### config.mk
export PLATFORM = sky130hd
export DESIGN_NAME = wb_arbiter_flat
export DESIGN_NICKNAME = d
export VERILOG_FILES = /design/src/rtl/wb_pkg.sv /design/src/rtl/wb_arbiter_if.sv /design/src/rtl/wb_fifo.sv /design/src/rtl/wb_arbiter.sv /design/src/flat_wrapper.sv
export SDC_FILE = /design/constraint.sdc
export NUM_CORES = 1
export LEC_CHECK = 0
export ABC_AREA = 1
export CAP_MARGIN = 15
export CORE_MARGIN = 10
export CORE_UTILIZATION = 53
export DETAILED_ROUTE_END_ITERATION = 10
export PLACE_DENSITY = 0.85
export SYNTH_ARGS = -nofsm -noshare
export SYNTH_HDL_FRONTEND = slang
export SYNTH_SLANG_ARGS = --single-unit
### constraint.sdc
create_clock -name clk -period 8.7 [get_ports clk]
set_input_delay 0.87 -clock clk [delete_from_list [all_inputs] [get_ports clk]]
set_output_delay 0.87 -clock clk [all_outputs]
set_load 0.005 [all_outputs]
### src/rtl/wb_pkg.sv
// Shared writeback types: widths, source tag and the queued result entry.
// Used by the arbiter, its FIFO and the bus interface.
package wb_pkg;

    localparam int XLEN = 32;
    localparam int AREG = 5;

    typedef enum logic [1:0] {
        WB_NONE,
        WB_ALU,
        WB_SLOW
    } wb_src_e;

    typedef struct packed {
        logic [AREG-1:0] rd;
        logic [XLEN-1:0] data;
    } wb_entry_t;

endpackage

### src/rtl/wb_arbiter_if.sv
// Bus bundle between the execute/memory stages, the arbiter and the regfile.
// master drives results in; slave is the arbiter side.
interface wb_arbiter_if #(
    parameter int DEPTH = 2
);
    import wb_pkg::*;

    localparam int CW = $clog2(DEPTH) + 1;

    logic            alu_valid;
    logic [AREG-1:0] alu_rd;
    logic [XLEN-1:0] alu_data;
    logic            slow_valid;
    logic            slow_ready;
    logic [AREG-1:0] slow_rd;
    logic [XLEN-1:0] slow_data;
    logic            wb_we;
    logic [AREG-1:0] wb_rd;
    logic [XLEN-1:0] wb_data;
    logic            stall_req;
    logic [CW-1:0]   fifo_count;
    logic            err_sticky;

    modport master (
        output alu_valid, alu_rd, alu_data,
        output slow_valid, slow_rd, slow_data,
        input  slow_ready,
        input  wb_we, wb_rd, wb_data,
        input  stall_req, fifo_count, err_sticky
    );

    modport slave (
        input  alu_valid, alu_rd, alu_data,
        input  slow_valid, slow_rd, slow_data,
        output slow_ready,
        output wb_we, wb_rd, wb_data,
        output stall_req, fifo_count, err_sticky
    );

endinterface

### src/rtl/wb_fifo.sv
// Slow-path result queue: DEPTH entries, pointers carry one extra wrap bit
// so full and empty are told apart without a separate counter.
module wb_fifo
    import wb_pkg::*;
#(
    parameter int DEPTH = 2
) (
    input  logic                   clk,
    input  logic                   rst,
    input  logic                   push,
    input  logic                   pop,
    input  wb_entry_t              din,
    output wb_entry_t              dout,
    output logic                   full,
    output logic                   empty,
    output logic [$clog2(DEPTH):0] count
);
    localparam int AW = $clog2(DEPTH);
    localparam logic [AW:0] DEPTH_C = (AW + 1)'(DEPTH);

    wb_entry_t   mem [DEPTH];
    logic [AW:0] wr_ptr;
    logic [AW:0] rd_ptr;

    always_ff @(posedge clk) begin
        if (rst) begin
            wr_ptr <= '0;
            rd_ptr <= '0;
        end else begin
            if (push) wr_ptr <= wr_ptr + 1'b1;
            if (pop)  rd_ptr <= rd_ptr + 1'b1;
        end
    end

    always_ff @(posedge clk) begin
        if (push) mem[wr_ptr[AW-1:0]] <= din;
    end

    assign count = wr_ptr - rd_ptr;
    assign full  = (count == DEPTH_C);
    assign empty = (wr_ptr == rd_ptr);
    assign dout  = mem[rd_ptr[AW-1:0]];

endmodule

### src/rtl/wb_arbiter.sv
// Merges the ALU result and the queued slow-path results into the single
// register file write port, ALU first, with starvation-driven stall.
module wb_arbiter
    import wb_pkg::*;
#(
    parameter int DEPTH        = 2,
    parameter int STARVE_LIMIT = 4
) (
    input logic         clk,
    input logic         rst,
    wb_arbiter_if.slave bus
);
    localparam int CW = $clog2(DEPTH) + 1;
    localparam int SW = $clog2(STARVE_LIMIT + 1);
    localparam logic [CW-1:0] DEPTH_C = CW'(DEPTH);
    localparam logic [SW-1:0] LIMIT_C = SW'(STARVE_LIMIT);

    wb_src_e         src;
    wb_entry_t       slow_entry;
    wb_entry_t       head;
    logic            push;
    logic            pop;
    logic            full;
    logic            empty;
    logic [CW-1:0]   count;
    logic [CW-1:0]   cnt_nxt;
    logic            ready_q;
    logic            stall_q;
    logic            err_q;
    logic [SW-1:0]   starve;
    logic [SW-1:0]   starve_nxt;
    logic            we_q;
    logic [AREG-1:0] rd_q;
    logic [XLEN-1:0] data_q;

    assign slow_entry = '{rd: bus.slow_rd, data: bus.slow_data};

    // rd==0 results finish the handshake but never occupy a slot
    assign push = bus.slow_valid && bus.slow_ready && (bus.slow_rd != '0);

    always_comb begin
        src = WB_NONE;
        if (bus.alu_valid) src = WB_ALU;
        else if (!empty)   src = WB_SLOW;
    end

    assign pop     = (src == WB_SLOW);
    assign cnt_nxt = count + CW'(push) - CW'(pop);

    wb_fifo #(
        .DEPTH (DEPTH)
    ) u_fifo (
        .clk   (clk),
        .rst   (rst),
        .push  (push),
        .pop   (pop),
        .din   (slow_entry),
        .dout  (head),
        .full  (full),
        .empty (empty),
        .count (count)
    );

    always_comb begin
        starve_nxt = starve;
        if (pop || empty)
            starve_nxt = '0;
        else if (bus.alu_valid && starve != LIMIT_C)
            starve_nxt = starve + 1'b1;
    end

    always_ff @(posedge clk) begin
        if (rst) begin
            ready_q <= 1'b1;
            starve  <= '0;
            stall_q <= 1'b0;
            err_q   <= 1'b0;
        end else begin
            ready_q <= (cnt_nxt < DEPTH_C);
            starve  <= starve_nxt;
            if (pop)
                stall_q <= 1'b0;
            else if (starve_nxt == LIMIT_C || (full && bus.alu_valid))
                stall_q <= 1'b1;
            if (bus.alu_valid && stall_q)
                err_q <= 1'b1;
        end
    end

    always_ff @(posedge clk) begin
        if (rst) begin
            we_q   <= 1'b0;
            rd_q   <= '0;
            data_q <= '0;
        end else begin
            unique case (src)
                WB_ALU: begin
                    we_q <= (bus.alu_rd != '0);
                    if (bus.alu_rd != '0) begin
                        rd_q   <= bus.alu_rd;
                        data_q <= bus.alu_data;
                    end
                end
                WB_SLOW: begin
                    we_q   <= 1'b1;
                    rd_q   <= head.rd;
                    data_q <= head.data;
                end
                WB_NONE: we_q <= 1'b0;
                default: we_q <= 1'b0;
            endcase
        end
    end

    // slow_ready is forced low while reset is held
    assign bus.slow_ready = ready_q & ~rst;
    assign bus.wb_we      = we_q;
    assign bus.wb_rd      = rd_q;
    assign bus.wb_data    = data_q;
    assign bus.stall_req  = stall_q;
    assign bus.fifo_count = count;
    assign bus.err_sticky = err_q;

endmodule

### src/flat_wrapper.sv
// flat-port wrapper written by rule: the top's interface ports become plain ports
module wb_arbiter_flat import wb_pkg::*;
#(
    parameter int DEPTH        = 2,
    parameter int STARVE_LIMIT = 4
)
  (clk, rst, bus_alu_valid, bus_alu_rd, bus_alu_data, bus_slow_valid, bus_slow_rd, bus_slow_data, bus_slow_ready, bus_wb_we, bus_wb_rd, bus_wb_data, bus_stall_req, bus_fifo_count, bus_err_sticky);
  wb_arbiter_if #(.DEPTH(DEPTH)) bus_i ();
  input logic clk;
  input logic rst;
  input wire logic [$bits(bus_i.alu_valid)-1:0] bus_alu_valid;
  input wire logic [$bits(bus_i.alu_rd)-1:0] bus_alu_rd;
  input wire logic [$bits(bus_i.alu_data)-1:0] bus_alu_data;
  input wire logic [$bits(bus_i.slow_valid)-1:0] bus_slow_valid;
  input wire logic [$bits(bus_i.slow_rd)-1:0] bus_slow_rd;
  input wire logic [$bits(bus_i.slow_data)-1:0] bus_slow_data;
  output wire logic [$bits(bus_i.slow_ready)-1:0] bus_slow_ready;
  output wire logic [$bits(bus_i.wb_we)-1:0] bus_wb_we;
  output wire logic [$bits(bus_i.wb_rd)-1:0] bus_wb_rd;
  output wire logic [$bits(bus_i.wb_data)-1:0] bus_wb_data;
  output wire logic [$bits(bus_i.stall_req)-1:0] bus_stall_req;
  output wire logic [$bits(bus_i.fifo_count)-1:0] bus_fifo_count;
  output wire logic [$bits(bus_i.err_sticky)-1:0] bus_err_sticky;
  assign bus_i.alu_valid = bus_alu_valid;
  assign bus_i.alu_rd = bus_alu_rd;
  assign bus_i.alu_data = bus_alu_data;
  assign bus_i.slow_valid = bus_slow_valid;
  assign bus_i.slow_rd = bus_slow_rd;
  assign bus_i.slow_data = bus_slow_data;
  assign bus_slow_ready = bus_i.slow_ready;
  assign bus_wb_we = bus_i.wb_we;
  assign bus_wb_rd = bus_i.wb_rd;
  assign bus_wb_data = bus_i.wb_data;
  assign bus_stall_req = bus_i.stall_req;
  assign bus_fifo_count = bus_i.fifo_count;
  assign bus_err_sticky = bus_i.err_sticky;
  wb_arbiter #(.DEPTH(DEPTH), .STARVE_LIMIT(STARVE_LIMIT)) u_core (.clk(clk), .rst(rst), .bus(bus_i));
endmodule
==> impl_results.md, run 1 <==
- Outcome: complete, no violations
- Post-CTS Setup Inserts: 0
- Clock Latency Late Sink: 520 ps
- Syn_area_per_cell: 9.833 sq um
- CTS tree: done
- Most common cell after layout, fill and taps aside: nand2_1
- First-pass GRT wire length: 20130 microns
- Iteration count of the initial detailed-routing pass: 5
- Slew headroom: 0.2629
- Via Count: 3992
- Yosys warns: 0
- Wire per inst: 16.21 microns
- Largest net degree at the start of global routing: 83
- Share of cells above drive strength 1: 0.06750
- Fin crit period: 3075 ps
- Crit path required time: 7830 ps
- Cts repair resizes: 0
- HPWL Detailed: 8307 microns
- Die width: 117.4 microns
- Hold_ws: 468.8 ps
- Drt drc: 0
- Vias per inst: 5.211
- CP endpoint kind: output pin
- Synth area leaders: edfxtp_1, dfxtp_1, nand2_1
- Worst Reg-to-Reg Cells: 7
- Synth area leader: edfxtp_1
- Reg2reg setup slack: 6030 ps
- Final period util: 0.3534
- Total Routing Usage GR: 0.1791
- WL met3: 640 microns
- Setup-failing EPs final: 0
- Fin. Hold Viols: 0
- Register area share after synthesis: 0.6375
- Crit path DAT: 2200 ps
- Nets: 706
- Net count of the mapped netlist: 593
- Detail Route met2 WL: 6567 microns
- Async SR Flop Fraction: 0
- Util after Layout: 0.7387
- # hold bufs at CTS: 0
- Hold WC Path Type: register to register
- Reg-to-Reg Start: u_core.u_fifo.wr_ptr[0]$_SDFFE_PP0P_
- Commonest cells after routing, fill and taps aside: nand2_1, clkdlybuf4s50_1, edfxtp_1
- # rows: 35
- Static Leakage: 0.002717 uW
- Setup crit end: bus_slow_ready
- Yosys top cell area share: 0.4422
- Ports: 121
- Highest Signal Layer: met4
- Worst Skew: 15.29 ps
- Mapped Area: 5025 sq um
- Setup TNS: 0 ps
- Vias in the first global route: 4127
- Mapped Cells: 511
- Worst vdd ir: 167.3 uV
- DRT iter0 DRCs: 235
- Initial Util: 0.5438
- Initial antenna violation count: 0
- Setup crit start: rst
- RSZ-0062 raised after global routing: no
- Die H: 117.4 microns
- Antenna diode count: 0
- Core ar.: 9240 sq um
- CTS Buf Count: 17
- Fmax achieved: 325.2 MHz
- Critical path class: input port to output pin
- Post-synth EDFFs: 74
- H-tree Lvls: 4
- Worst hold start: u_core.bus.wb_data[6]$_SDFFE_PP0P_
- Startpoint Class: input port
- GP Congestion: 0.8219
- Port-buffer cells: 120
- Die area: 13780 sq um
- Synth unique cells: 25
- Slew @ Worst Pin: 1103 ps
- Clock buffer depth: 2
- Top_reg_cell synth: edfxtp_1
- Global route total overflow: 0
- Root buf cell: clkbuf_8
- Clk pin slew, worst setup/hold paths: 60 ps
- Post-route ant nets: 0
- Max Cap Viol: 0
- Worst r2r dst: u_core.bus.wb_data[29]$_SDFFE_PP0P_
- Fin. max-slew vios: 0
- Worst-path fanout max: 8
- Routed wire length: 12410 microns
- Sink Count: 123
- Yosys reg bits: 123
- Metal-1 WL: 4936 microns
- Cell Pwr Density: 230.2 nW/um^2
- Area grow syn2layout: 35.83%
worst min-delay path by stage:
stage	end	slack [ps]	cells past startpoint
floorplan	u_core.bus.err_sticky$_SDFFE_PP0P_	460	2
global placement	u_core.bus.wb_data[3]$_SDFFE_PP0P_	460	2
detailed placement	u_core.bus.wb_data[18]$_SDFFE_PP0P_	460	2
CTS	u_core.bus.wb_data[18]$_SDFFE_PP0P_	470	2
global route	u_core.bus.wb_data[6]$_SDFFE_PP0P_	490	2
finish	u_core.bus.wb_data[6]$_SDFFE_PP0P_	470	2
worst max-delay path, stage by stage:
cell	delay, ps
clkdlybuf4s50_1	610
nor2_1	190
clkdlybuf4s50_1	530
cells by family after synthesis:
kind of cell,Yosys count,share of synthesized area
AND/OR/NAND/NOR,248,0.2027
flip-flops,123,0.6374
AO/OA/AOI/OAI,86,0.1048
buffers and inverters,50,0.04507
adder cells (fa/ha/maj),4,0.009961
metal layers:
metal  vias to the layer above  GRT usage
met3                        25    0.04940
met2                       143     0.3192
li1                       1954          -
met5                         -          0
met1                      1870     0.1913
met4                         0    0.08294
cell usage after synthesis (3+ instances only):
library cell,n
a21boi_0,37
nand3_1,47
ha_1,4
inv_2,3
buf_2,15
nand2_1,177
nor2_1,15
inv_1,17
nand2_2,3
dfxtp_1,49
edfxtp_1,74
clkbuf_1,10
o21ai_0,41
a21oi_1,6
sequential cells by signal, summed over array words and instances, names as in the netlist, named ones only:
register and cells:
u_core.bus.err_sticky 1, u_core.bus.stall_req 1, u_core.ready_q 1, u_core.u_fifo.mem 74
u_core.bus.wb_data 32, u_core.starve 3, u_core.bus.wb_we 1, u_core.u_fifo.wr_ptr 2
u_core.bus.wb_rd 5, u_core.u_fifo.rd_ptr 2
final cells by class:
class | instances | area (sq um)
well taps | 129 | 161.4
inverters | 22 | 83.83
clock inverters | 12 | 96.34
multi-input cells | 338 | 1618
flip-flops and latches | 123 | 3203
fillers | 639 | 2415
repair buffers | 122 | 1216
clock buffers | 20 | 446.7
per-stage QoR:
stage          total power, uW  instances  worst slack [ps]  area (sq um)
3_3_place_gp             933.9        734              5467          6282
4_1_cts                   1581        766              5616          6825
6_report                  1571        766              5625          6825
3_5_place_dp             944.6        734              5421          6282
2_1_floorplan            822.1        511              5299          5025
5_1_grt                   1638        766              5562          6825
power breakdown:
| part | leakage, uW | total, uW | internal [uW] | switching (uW) |
|---|---|---|---|---|
| Clock | 0.000270 | 636 | 392 | 244 |
| Combinational | 0.00137 | 250 | 117 | 133 |
| Sequential | 0.00108 | 685 | 665 | 19.9 |
Note: power is estimated with default switching activity, not from simulation.
==> run 2, diff against run 1 <==
--- a/config.mk
+++ b/config.mk
@@ -8,9 +8,9 @@
 export ABC_AREA = 1
 export CAP_MARGIN = 15
 export CORE_MARGIN = 10
-export CORE_UTILIZATION = 53
+export CORE_UTILIZATION = 45
 export DETAILED_ROUTE_END_ITERATION = 10
-export PLACE_DENSITY = 0.85
+export PLACE_DENSITY = 0.76
 export SYNTH_ARGS = -nofsm -noshare
 export SYNTH_HDL_FRONTEND = slang
 export SYNTH_SLANG_ARGS = --single-unit
==> constraint.sdc (replaced) <==
create_clock -name clk -period 2.58 [get_ports clk]
set_input_delay 0.258 -clock clk [delete_from_list [all_inputs] [get_ports clk]]
set_output_delay 0.258 -clock clk [all_outputs]
set_load 0.005 [all_outputs]
==> run 2 against run 1 <==
Net effect: sequential share of layout area decreased by 0.88 points; worst hold slack got worse by 140 ps; power increased to 3.5 times the previous value; count of clock-buffer cells in the layout increased by 3; combinational power increased to 3.5 times the previous value; clock power increased to 3.6 times the previous value; core utilization decreased by 10 points; via count decreased by 0.53%; design area increased by 1.9%; die area increased by 15%; worst setup slack got worse by 5300 ps; largest cell class unchanged; largest power group unchanged.
==> impl_results.md, run 2 (same netlist as run 1, synthesis figures left out) <==
- Global route total overflow: 0 (unchanged)
- RSZ-0062 raised after global routing: no (unchanged)
- Antenna diode count: 0 (unchanged)
- Clk pin slew, worst setup/hold paths: 50 ps (was 60 ps)
- Most common cell after layout, fill and taps aside: nand2_1 (unchanged)
- Cts repair resizes: 0 (unchanged)
- Drt drc: 0 (unchanged)
- H-tree Lvls: 4 (unchanged)
- Util after Layout: 0.6388 (was 0.7387)
- Clock buffer depth: 2 (unchanged)
- Area grow syn2layout: 38.42% (was 35.83%)
- Root buf cell: clkbuf_8 (unchanged)
- Wire per inst: 16.32 microns (was 16.21 microns)
- Die area: 15790 sq um (was 13780 sq um)
- Setup TNS: 0 ps (unchanged)
- Fmax achieved: 434.5 MHz
- Setup crit end: bus_fifo_count[1] (was bus_slow_ready)
- CTS Buf Count: 17 (unchanged)
- DRT iter0 DRCs: 226 (was 235)
- Core ar.: 10890 sq um (was 9240 sq um)
- Crit path required time: 2320 ps (was 7830 ps)
- Hold WC Path Type: input port to register (was register to register)
- Static Leakage: 0.002791 uW (was 0.002717 uW)
- Slew @ Worst Pin: 569.8 ps (was 1103 ps)
- Worst-path fanout max: 5 (was 8)
- Reg2reg setup slack: 410 ps (was 6030 ps)
- Slew headroom: 0.6196 (was 0.2629)
- Post-CTS Setup Inserts: 0 (unchanged)
- Fin. Hold Viols: 0 (unchanged)
- Final period util: 0.8920
- Worst r2r dst: u_core.bus.wb_data[4]$_SDFFE_PP0P_ (was u_core.bus.wb_data[29]$_SDFFE_PP0P_)
- Fin. max-slew vios: 0 (unchanged)
- Outcome: complete, no violations (unchanged)
- Share of cells above drive strength 1: 0.08025 (was 0.06750)
- Die width: 125.7 microns (was 117.4 microns)
- Critical path class: register to output pin (was input port to output pin)
- GP Congestion: 0.8474 (was 0.8219)
- Max FFs per register: 74 (unchanged)
- Worst vdd ir: 480.6 uV (was 167.3 uV)
- First-pass GRT wire length: 20990 microns (was 20130 microns)
- HPWL Detailed: 8966 microns (was 8307 microns)
- # hold bufs at CTS: 0 (unchanged)
- Worst Reg-to-Reg Cells: 8 (was 7)
- Initial antenna violation count: 0 (unchanged)
- Setup crit start: u_core.u_fifo.wr_ptr[0]$_SDFFE_PP0P_ (was rst)
- Port-buffer cells: 120 (unchanged)
- Vias per inst: 5.039 (was 5.211)
- Via Count: 3971 (was 3992)
- Setup-failing EPs final: 0 (unchanged)
- Crit path DAT: 2040 ps (was 2200 ps)
- Startpoint Class: register (was input port)
- Commonest cells after routing, fill and taps aside: nand2_1, clkdlybuf4s50_1, edfxtp_1 (unchanged)
- # rows: 38 (was 35)
- Fin crit period: 2301 ps
- Vias in the first global route: 4142 (was 4127)
- Die H: 125.7 microns (was 117.4 microns)
- Total Routing Usage GR: 0.1632 (was 0.1791)
- Ports: 121 (unchanged)
- Iteration count of the initial detailed-routing pass: 5 (unchanged)
- Sink Count: 123 (unchanged)
- Reg-to-Reg Start: u_core.u_fifo.wr_ptr[0]$_SDFFE_PP0P_ (unchanged)
- Largest net degree at the start of global routing: 43 (was 83)
- CP endpoint kind: output pin (unchanged)
- Worst Skew: 12.17 ps (was 15.29 ps)
- Clock Latency Late Sink: 510 ps (was 520 ps)
- Cell Pwr Density: 788.0 nW/um^2 (was 230.2 nW/um^2)
- Post-route ant nets: 0 (unchanged)
- Nets: 717 (was 706)
- Max Cap Viol: 0 (unchanged)
- Routed wire length: 12860 microns (was 12410 microns)
- CTS tree: done (unchanged)
- Initial Util: 0.4615 (was 0.5438)
[run 2: final cells by class]
class | instances | area, sq um
Multi-Input combinational cell | 338 | 1618
Clock inverter | 9 | 120.1
Sequential cell | 123 | 3203
Clock buffer | 23 | 456.7
Timing Repair Buffer | 133 | 1299
Fill cell | 883 | 3933
Tap cell | 140 | 175.2
Inverter | 22 | 83.83
[run 2: per-layer routing]
metal	up-vias	wire length, microns	global-route usage
li1	1974	-	-
met1	1870	5275	0.1771
met2	112	6831	0.2940
met3	15	591	0.04320
met4	0	163	0.06775
met5	-	0	0
[run 2: critical path: stages (launching register included)]
cell and delay [ps]:
dfxtp_1 370, inv_1 130, ha_1 250, inv_1 80, nand3_1 90, nand2_1 100
clkdlybuf4s50_1 510
[run 2: how the worst min path moves through the flow]
stage / start / endpoint / slack (ps) / cells past startpoint
detailed placement: u_core.bus.wb_data[6]$_SDFFE_PP0P_ / u_core.bus.wb_data[6]$_SDFFE_PP0P_ / 460 / 2
global route: bus_slow_data[17] / u_core.u_fifo.mem[0][17]$_DFFE_PP_ / 310 / 1
floorplan: bus_slow_data[0] / u_core.u_fifo.mem[0][0]$_DFFE_PP_ / 360 / 0
finish: bus_slow_data[21] / u_core.u_fifo.mem[1][21]$_DFFE_PP_ / 330 / 1
CTS: bus_slow_data[22] / u_core.u_fifo.mem[1][22]$_DFFE_PP_ / 310 / 1
global placement: u_core.bus.err_sticky$_SDFFE_PP0P_ / u_core.bus.err_sticky$_SDFFE_PP0P_ / 450 / 2
[run 2: report_power, final]
part           internal, uW  leakage [uW]  switching, uW
Clock                  1510      0.000289            790
Sequential             2240       0.00108           68.6
Combinational           414       0.00142            456
Total                  4170       0.00279           1310
[run 2: stage by stage]
step	hold WS (ps)	total power, uW	std cells	worst slack [ps]	cell area [sq um]
after floorplan	356.9	2772	511	398.9	5030
after global placement	455.0	3200	756	425.3	6379
after detailed placement	463.6	3227	756	348.1	6379
after CTS	308.8	5537	788	248.9	6955
after global routing	309.9	5725	788	125.8	6955
final	325.9	5481	788	278.5	6955
